File: src/rtl/adder_accumulator_pkg.sv
// Shared definitions for the adder accumulator: FSM state encoding and default widths.
// Latency: none (definitions only).
// Backpressure: not applicable.
package acc_pkg;

    typedef enum logic [1:0] {
        IDLE = 2'd0,
        ACC  = 2'd1,
        DONE = 2'd2
    } state_t;

    localparam int DEF_WIDTH = 64;
    localparam int DEF_CNT_W = 8;

endpackage

File: src/rtl/adder_accumulator_if.sv
// Input word stream and frame result stream of the adder accumulator.
// Latency: none (wires only).
// Backpressure: valid/ready on both streams; the slave side is the accumulator.
interface adder_accumulator_if #(
    parameter int WIDTH = acc_pkg::DEF_WIDTH,
    parameter int CNT_W = acc_pkg::DEF_CNT_W
);
    logic             in_valid;
    logic             in_ready;
    logic [WIDTH-1:0] in_data;
    logic             out_valid;
    logic             out_ready;
    logic [WIDTH-1:0] out_sum;
    logic [CNT_W-1:0] out_carry_cnt;

    modport slave (
        input  in_valid, in_data, out_ready,
        output in_ready, out_valid, out_sum, out_carry_cnt
    );

    modport master (
        output in_valid, in_data, out_ready,
        input  in_ready, out_valid, out_sum, out_carry_cnt
    );
endinterface

File: src/rtl/adder_accumulator.sv
// Sums a frame of words through an external combinational adder and reports sum plus carry-out count.
// Latency: result valid one cycle after the last accepted beat; one word per cycle in ACC.
// Backpressure: in_ready only in ACC; result held in DONE until out_ready. Optional ACC_SUB_EN adds subtract mode.
module adder_accumulator
    import acc_pkg::*;
#(
    parameter int WIDTH = DEF_WIDTH,
    parameter int CNT_W = DEF_CNT_W
) (
    input  logic                 clk,
    input  logic                 rst_n,
    input  logic                 start,
    input  logic [CNT_W-1:0]     frame_len,
`ifdef ACC_SUB_EN
    input  logic                 sub,
`endif
    adder_accumulator_if.slave   bus,
    output logic                 busy,
    output logic [WIDTH-1:0]     add_a,
    output logic [WIDTH-1:0]     add_b,
    output logic                 add_cin,
    input  logic [WIDTH-1:0]     add_s,
    input  logic                 add_cout
);

    state_t           state_q;
    state_t           state_d;
    logic [WIDTH-1:0] acc_q;
    logic [CNT_W-1:0] count_q;
    logic [CNT_W-1:0] carry_cnt_q;
    logic [CNT_W-1:0] len_q;
    logic             sub_mode;
    logic             beat;
    logic             last_beat;
    logic             carry_event;

`ifdef ACC_SUB_EN
    logic sub_q;

    // Subtract mode is captured with start so a frame is either all-add or all-subtract.
    always_ff @(posedge clk or negedge rst_n) begin
        if (!rst_n) begin
            sub_q <= 1'b0;
        end else if (state_q == IDLE && start) begin
            sub_q <= sub;
        end
    end

    assign sub_mode = sub_q;
`else
    assign sub_mode = 1'b0;
`endif

    assign beat      = (state_q == ACC) && bus.in_valid;
    assign last_beat = (count_q == (len_q - CNT_W'(1)));
    // In subtract mode a missing carry-out is a borrow, which is what gets counted.
    assign carry_event = add_cout ^ sub_mode;

    // State register.
    always_ff @(posedge clk or negedge rst_n) begin
        if (!rst_n) begin
            state_q <= IDLE;
        end else begin
            state_q <= state_d;
        end
    end

    // Next-state logic: zero-length frames skip straight to DONE with an empty result.
    always_comb begin
        state_d = state_q;
        case (state_q)
            IDLE: begin
                if (start) begin
                    state_d = (frame_len == '0) ? DONE : ACC;
                end
            end
            ACC: begin
                if (beat && last_beat) begin
                    state_d = DONE;
                end
            end
            DONE: begin
                if (bus.out_ready) begin
                    state_d = IDLE;
                end
            end
            default: state_d = IDLE;
        endcase
    end

    // Datapath: clear on start, fold the adder result back on every accepted beat.
    always_ff @(posedge clk or negedge rst_n) begin
        if (!rst_n) begin
            acc_q       <= '0;
            count_q     <= '0;
            carry_cnt_q <= '0;
            len_q       <= '0;
        end else if (state_q == IDLE && start) begin
            acc_q       <= '0;
            count_q     <= '0;
            carry_cnt_q <= '0;
            len_q       <= frame_len;
        end else if (beat) begin
            acc_q   <= add_s;
            count_q <= count_q + CNT_W'(1);
            if (carry_event && (carry_cnt_q != '1)) begin
                carry_cnt_q <= carry_cnt_q + CNT_W'(1);
            end
        end
    end

    assign bus.in_ready      = (state_q == ACC);
    assign bus.out_valid     = (state_q == DONE);
    assign bus.out_sum       = (state_q == DONE) ? acc_q : '0;
    assign bus.out_carry_cnt = (state_q == DONE) ? carry_cnt_q : '0;
    assign busy              = (state_q != IDLE);

    // Adder operands: B is forced to zero outside ACC so stray input data never reaches the adder.
    assign add_a   = acc_q;
    assign add_b   = (state_q != ACC) ? '0 : (sub_mode ? ~bus.in_data : bus.in_data);
    assign add_cin = (state_q == ACC) && sub_mode;

endmodule

File: src/flat_wrapper.sv
// flat-port wrapper written by rule: the top's interface ports become plain ports
module adder_accumulator_flat import acc_pkg::*;
#(
    parameter int WIDTH = DEF_WIDTH,
    parameter int CNT_W = DEF_CNT_W
)
  (clk, rst_n, start, frame_len, busy, add_a, add_b, add_cin, add_s, add_cout, bus_in_valid, bus_in_data, bus_out_ready, bus_in_ready, bus_out_valid, bus_out_sum, bus_out_carry_cnt);
  adder_accumulator_if #(.WIDTH(WIDTH), .CNT_W(CNT_W)) bus_i ();
  input  logic clk;
  input  logic rst_n;
  input  logic start;
  input  logic [CNT_W-1:0] frame_len;
  output logic busy;
  output logic [WIDTH-1:0] add_a;
  output logic [WIDTH-1:0] add_b;
  output logic add_cin;
  input  logic [WIDTH-1:0] add_s;
  input  logic add_cout;
  input wire logic [$bits(bus_i.in_valid)-1:0] bus_in_valid;
  input wire logic [$bits(bus_i.in_data)-1:0] bus_in_data;
  input wire logic [$bits(bus_i.out_ready)-1:0] bus_out_ready;
  output wire logic [$bits(bus_i.in_ready)-1:0] bus_in_ready;
  output wire logic [$bits(bus_i.out_valid)-1:0] bus_out_valid;
  output wire logic [$bits(bus_i.out_sum)-1:0] bus_out_sum;
  output wire logic [$bits(bus_i.out_carry_cnt)-1:0] bus_out_carry_cnt;
  assign bus_i.in_valid = bus_in_valid;
  assign bus_i.in_data = bus_in_data;
  assign bus_i.out_ready = bus_out_ready;
  assign bus_in_ready = bus_i.in_ready;
  assign bus_out_valid = bus_i.out_valid;
  assign bus_out_sum = bus_i.out_sum;
  assign bus_out_carry_cnt = bus_i.out_carry_cnt;
  adder_accumulator #(.WIDTH(WIDTH), .CNT_W(CNT_W)) u_core (.clk(clk), .rst_n(rst_n), .start(start), .frame_len(frame_len), .bus(bus_i), .busy(busy), .add_a(add_a), .add_b(add_b), .add_cin(add_cin), .add_s(add_s), .add_cout(add_cout));
endmodule
File: config.mk
export PLATFORM = sky130hd
export DESIGN_NAME = adder_accumulator_flat
export DESIGN_NICKNAME = d
export VERILOG_FILES = /design/src/rtl/adder_accumulator_pkg.sv /design/src/rtl/adder_accumulator_if.sv /design/src/rtl/adder_accumulator.sv /design/src/flat_wrapper.sv
export SDC_FILE = /design/constraint.sdc
export NUM_CORES = 1
export LEC_CHECK = 0
export CAP_MARGIN = 15
export CORE_AREA = 3 3 134 136
export CTS_BUF_LIST = sky130_fd_sc_hd__clkbuf_16
export CTS_CLUSTER_DIAMETER = 50
export DETAILED_ROUTE_END_ITERATION = 16
export DIE_AREA = 0 0 137 139
export GPL_TIMING_DRIVEN = 0
export PLACE_DENSITY = 0.79
export REMOVE_ABC_BUFFERS = 1
export SETUP_SLACK_MARGIN = 0.5
export SLEW_MARGIN = 15
export SYNTH_ARGS = -nofsm -noshare
export SYNTH_HDL_FRONTEND = slang
export SYNTH_SLANG_ARGS = --single-unit
File: constraint.sdc
create_clock -name clk -period 2.1 [get_ports clk]
set_input_delay 0.42 -clock clk [delete_from_list [all_inputs] [get_ports clk]]
set_output_delay 0.42 -clock clk [all_outputs]
set_load 0.005 [all_outputs]
==> key figures <==
Yosys
  • Post-synth EDFFs: 0
  • Post-synthesis async set-or-reset flop share: 1.00
  • Most frequent cell after synthesis: sky130_fd_sc_hd__and2_1
  • Most common library cells after synthesis: sky130_fd_sc_hd__and2_1 (137), sky130_fd_sc_hd__dfrtp_1 (90), sky130_fd_sc_hd__a22o_1 (66)
  • Cells taking the most area after synthesis: sky130_fd_sc_hd__dfrtp_1 (48%), sky130_fd_sc_hd__and2_1 (18%), sky130_fd_sc_hd__a22o_1 (12%)
  • Synth Area in Compound Gates: 0.141
  • Syn Std Cell Area: 4650 um^2
  • Cell variety after synth: 44
  • Yosys warning total: 0
  • Number of synthesized register bits: 90
  • Average cell area after synthesis: 10.4 um^2
  • Area fraction in and, or, nand and nor cells after synthesis: 0.265
  • Yosys top cell area share: 0.484
  • Largest family of logic cells by synthesized area: simple AND/OR/NAND/NOR gates
  • Primary flip-flop cell chosen by synthesis mapping: sky130_fd_sc_hd__dfrtp_1
  • Fraction of the mapped netlist area in adder cells: 0.00806
  • Share of the synthesized netlist area taken by xor and xnor gates: 0.0376
  • Instance count of the mapped netlist: 446
  • Cell type with the largest total area after synthesis: sky130_fd_sc_hd__dfrtp_1
  • Mux contribution to synthesized area: 0.0234
  • Sequential element share of the synthesized area: 0.484

Job
  • Max-cap violations: 0

Worst setup path
  • Crit-path most repeated cell: sky130_fd_sc_hd__buf_6
  • Worst R2R Start: u_core.state_q[1]
  • Max incr delay on CP: 560 ps
  • Cell chain of the critical path: buf_6, buf_6, and2b_4, buf_6, and2_4, nand4_1, or4_4, a22o_1
  • Crit Path Category: register to register
  • Required time of the critical path: 2310 ps
  • Family of cells with the greatest summed delay on the critical path: simple AND/OR/NAND/NOR gates
  • Register-to-register path setup slack: -180 ps
  • Crit Reg-Reg Endpoint: u_core.state_q[0]
  • Crit-path max FO: 7
  • Kind of launch point of the worst setup path: register
  • Data arrival time at the worst-slack endpoint: 2490 ps
  • Number of cells on the worst reg-to-reg path: 8
  • Count of buffer and inverter cells on the critical path: 3
  • Critical-path top delay cell: sky130_fd_sc_hd__or4_4
  • CP Capture Type: register

Timing
  • Achievable clock frequency: 438 MHz
  • Final Max Slew Viols: 0
  • Worst clock skew: 11.8 ps
  • Final hold violation count: 0
  • Final setup violating endpoints: 63
  • Headroom to the max-slew limit: 0.659
  • Shortest clock period the worst path allows after layout: 2280 ps
  • Transition time at the pin with the least slew margin: 512 ps
  • Worst hold slack: 53.8 ps
  • Share of the clock period used by the worst path after layout: 1.09
  • Post-route setup slack: -181 ps
  • Setup repair after global routing missed its margin: true

Pwr
  • Power per Cell Area: 831 nW/um^2
  • Peak supply drop: 0.462 mV
  • Post-layout total power: 8930 uW
  • Leakage power figure: 0.00580 uW

Die
  • Die Ht: 139 um
  • Starting density of the core: 0.273
  • Die X-Extent: 137 um
  • Number of placement rows: 48
  • IO Count: 346
  • Area inside the core boundary: 17,100 um^2
  • Overall die area: 19,000 um^2

Final layout
  • Area of all placed cells without fillers: 10,700 um^2
  • Synthesis-to-layout area growth: 131%
  • Share of final-layout standard cells stronger than drive strength 1: 0.460
  • Net count of the finished layout: 1,058

Clock network
  • Clock root buffer master: sky130_fd_sc_hd__clkbuf_16
  • CTS H-tree lvls: 3
  • Num Clock Sinks: 90
  • Num CTS Buffers: 9
  • Clock latency of the later-clocked register in the worst-skew pair: 330 ps
  • Clock Tree Buf Depth: 2
  • Total of hold buffers inserted after clock tree synthesis: 0
  • Clock slew at the register clock pins of the worst setup and hold paths: 70 ps
  • CTS tree: yes

Status
  • Run status: finished with violations
  • Failing checks: negative setup slack

Route
  • Routed WL per cell: 21.8 um
  • DRC violation total after the first TritonRoute iteration: 183
  • Via Count: 5,464
  • Average vias per placed instance: 4.77
  • Total wire length after detailed routing: 25.0 mm
  • Detailed-route DRC error count: 0
  • Number of iterations in the first detailed-routing pass: 4
  • Post-DRT Antenna Nets: 0

GRT
  • Number of global-route vias before repair: 5,256
  • Total global-route track usage: 0.201
  • Pin count of the biggest net entering global routing: 71
  • Antenna violations before repair: 3
  • Global-route wire length before repair: 29.4 mm
  • Leftover overflow at the end of global routing: 0

Placed design
  • Detail Placement HPWL: 13.2 mm
  • Instance area at placement: 8290 um^2
  • Last weighted congestion value of the routability-driven placer: 0.765
  • Port Buffers: 344

Worst hold path
  • Class of the most critical hold timing path: input pin to asynchronous set/reset pin
==> per-layer routing <==
layer	part of all wire	track usage	vias to the layer above	wire [um]
li1	-	-	2490	-
met1	0.34	0.197	2648	8520
met2	0.54	0.378	286	13600
met3	0.088	0.0595	40	2200
met4	0.028	0.0914	0	698
met5	0	0	-	0
==> logic make-up (layout without fill, tap and decap cells) <==
group,after synthesis,count (layout)
flops,90,90
other cells,1,4
fa+ha+maj,3,3
buf+inv,40,495
mux,10,10
xor+xnor,20,20
compound gates,76,76
simple gates,206,223
==> report_power, final <==
part	switching (uW)	internal, uW	total [uW]
combinational	1670	2890	4560
sequential	552	2230	2780
clock	675	911	1590
total	2900	6030	8930
==> placed cells by master, fill, tap and decap left out, drive strengths merged, types with 4 or more instances in the layout <==
master	n
buf	225
clkdlybuf4s50	141
and2	140
dfrtp	90
dlymetal6s2s	74
a22o	66
clkbuf	42
nor2	20
xor2	12
nand4	10
and2b	10
xnor2	8
inv	7
mux2	7
or2	6
nand2	6
and3	6
nor3	5
nand2b	4
nand3	4
clkinv	4
==> state kept, by name, indices dropped and copies added, names as in the netlist <==
register            count
u_core.state_q          2
u_core.count_q          8
u_core.carry_cnt_q      8
u_core.len_q            8
u_core.add_a           64
==> timing repair <==
action,4_1_cts,5_1_grt
setup endpoints to repair,293,293
pin swaps,17,65
gates cloned,11,19
buffers inserted,41,73
resized for setup,314,513
==> worst max path at each step <==
stage	to	cells past startpoint	slack [ps]	from
5_1_grt	u_core.state_q[0]	8	-230	u_core.state_q[1]
3_3_place_gp	u_core.add_a[38]	1	-2850	rst_n
6_report	u_core.state_q[0]	8	-180	u_core.state_q[1]
2_1_floorplan	u_core.state_q[0]	5	-1220	u_core.state_q[1]
4_1_cts	bus_out_sum[1]	4	-190	u_core.state_q[1]
3_5_place_dp	u_core.state_q[0]	5	-780	u_core.state_q[1]
==> per-stage QoR <==
| step | util | setup slack [ps] | std cells | TNS [ps] |
|---|---|---|---|---|
| floorplan | - | -1220 | 411 | -86650 |
| global placement | 0.482 | -2850 | 980 | -588690 |
| detailed placement | 0.486 | -781 | 983 | -38370 |
| CTS | 0.530 | -188 | 1051 | -7520 |
| global route | 0.630 | -228 | 1146 | -8610 |
| finish | 0.630 | -181 | 1146 | -3120 |
==> area by class of cell <==
type / count / area, um^2
fillers: 1290 / 6310
repair buffers: 474 / 5130
clock inverters: 7 / 62.6
well taps: 225 / 282
inverters: 5 / 18.8
flip-flops and latches: 90 / 2250
diodes: 3 / 7.51
clock buffers: 9 / 225
multi-input cells: 333 / 2770
Power figures use the tool's default switching activity.
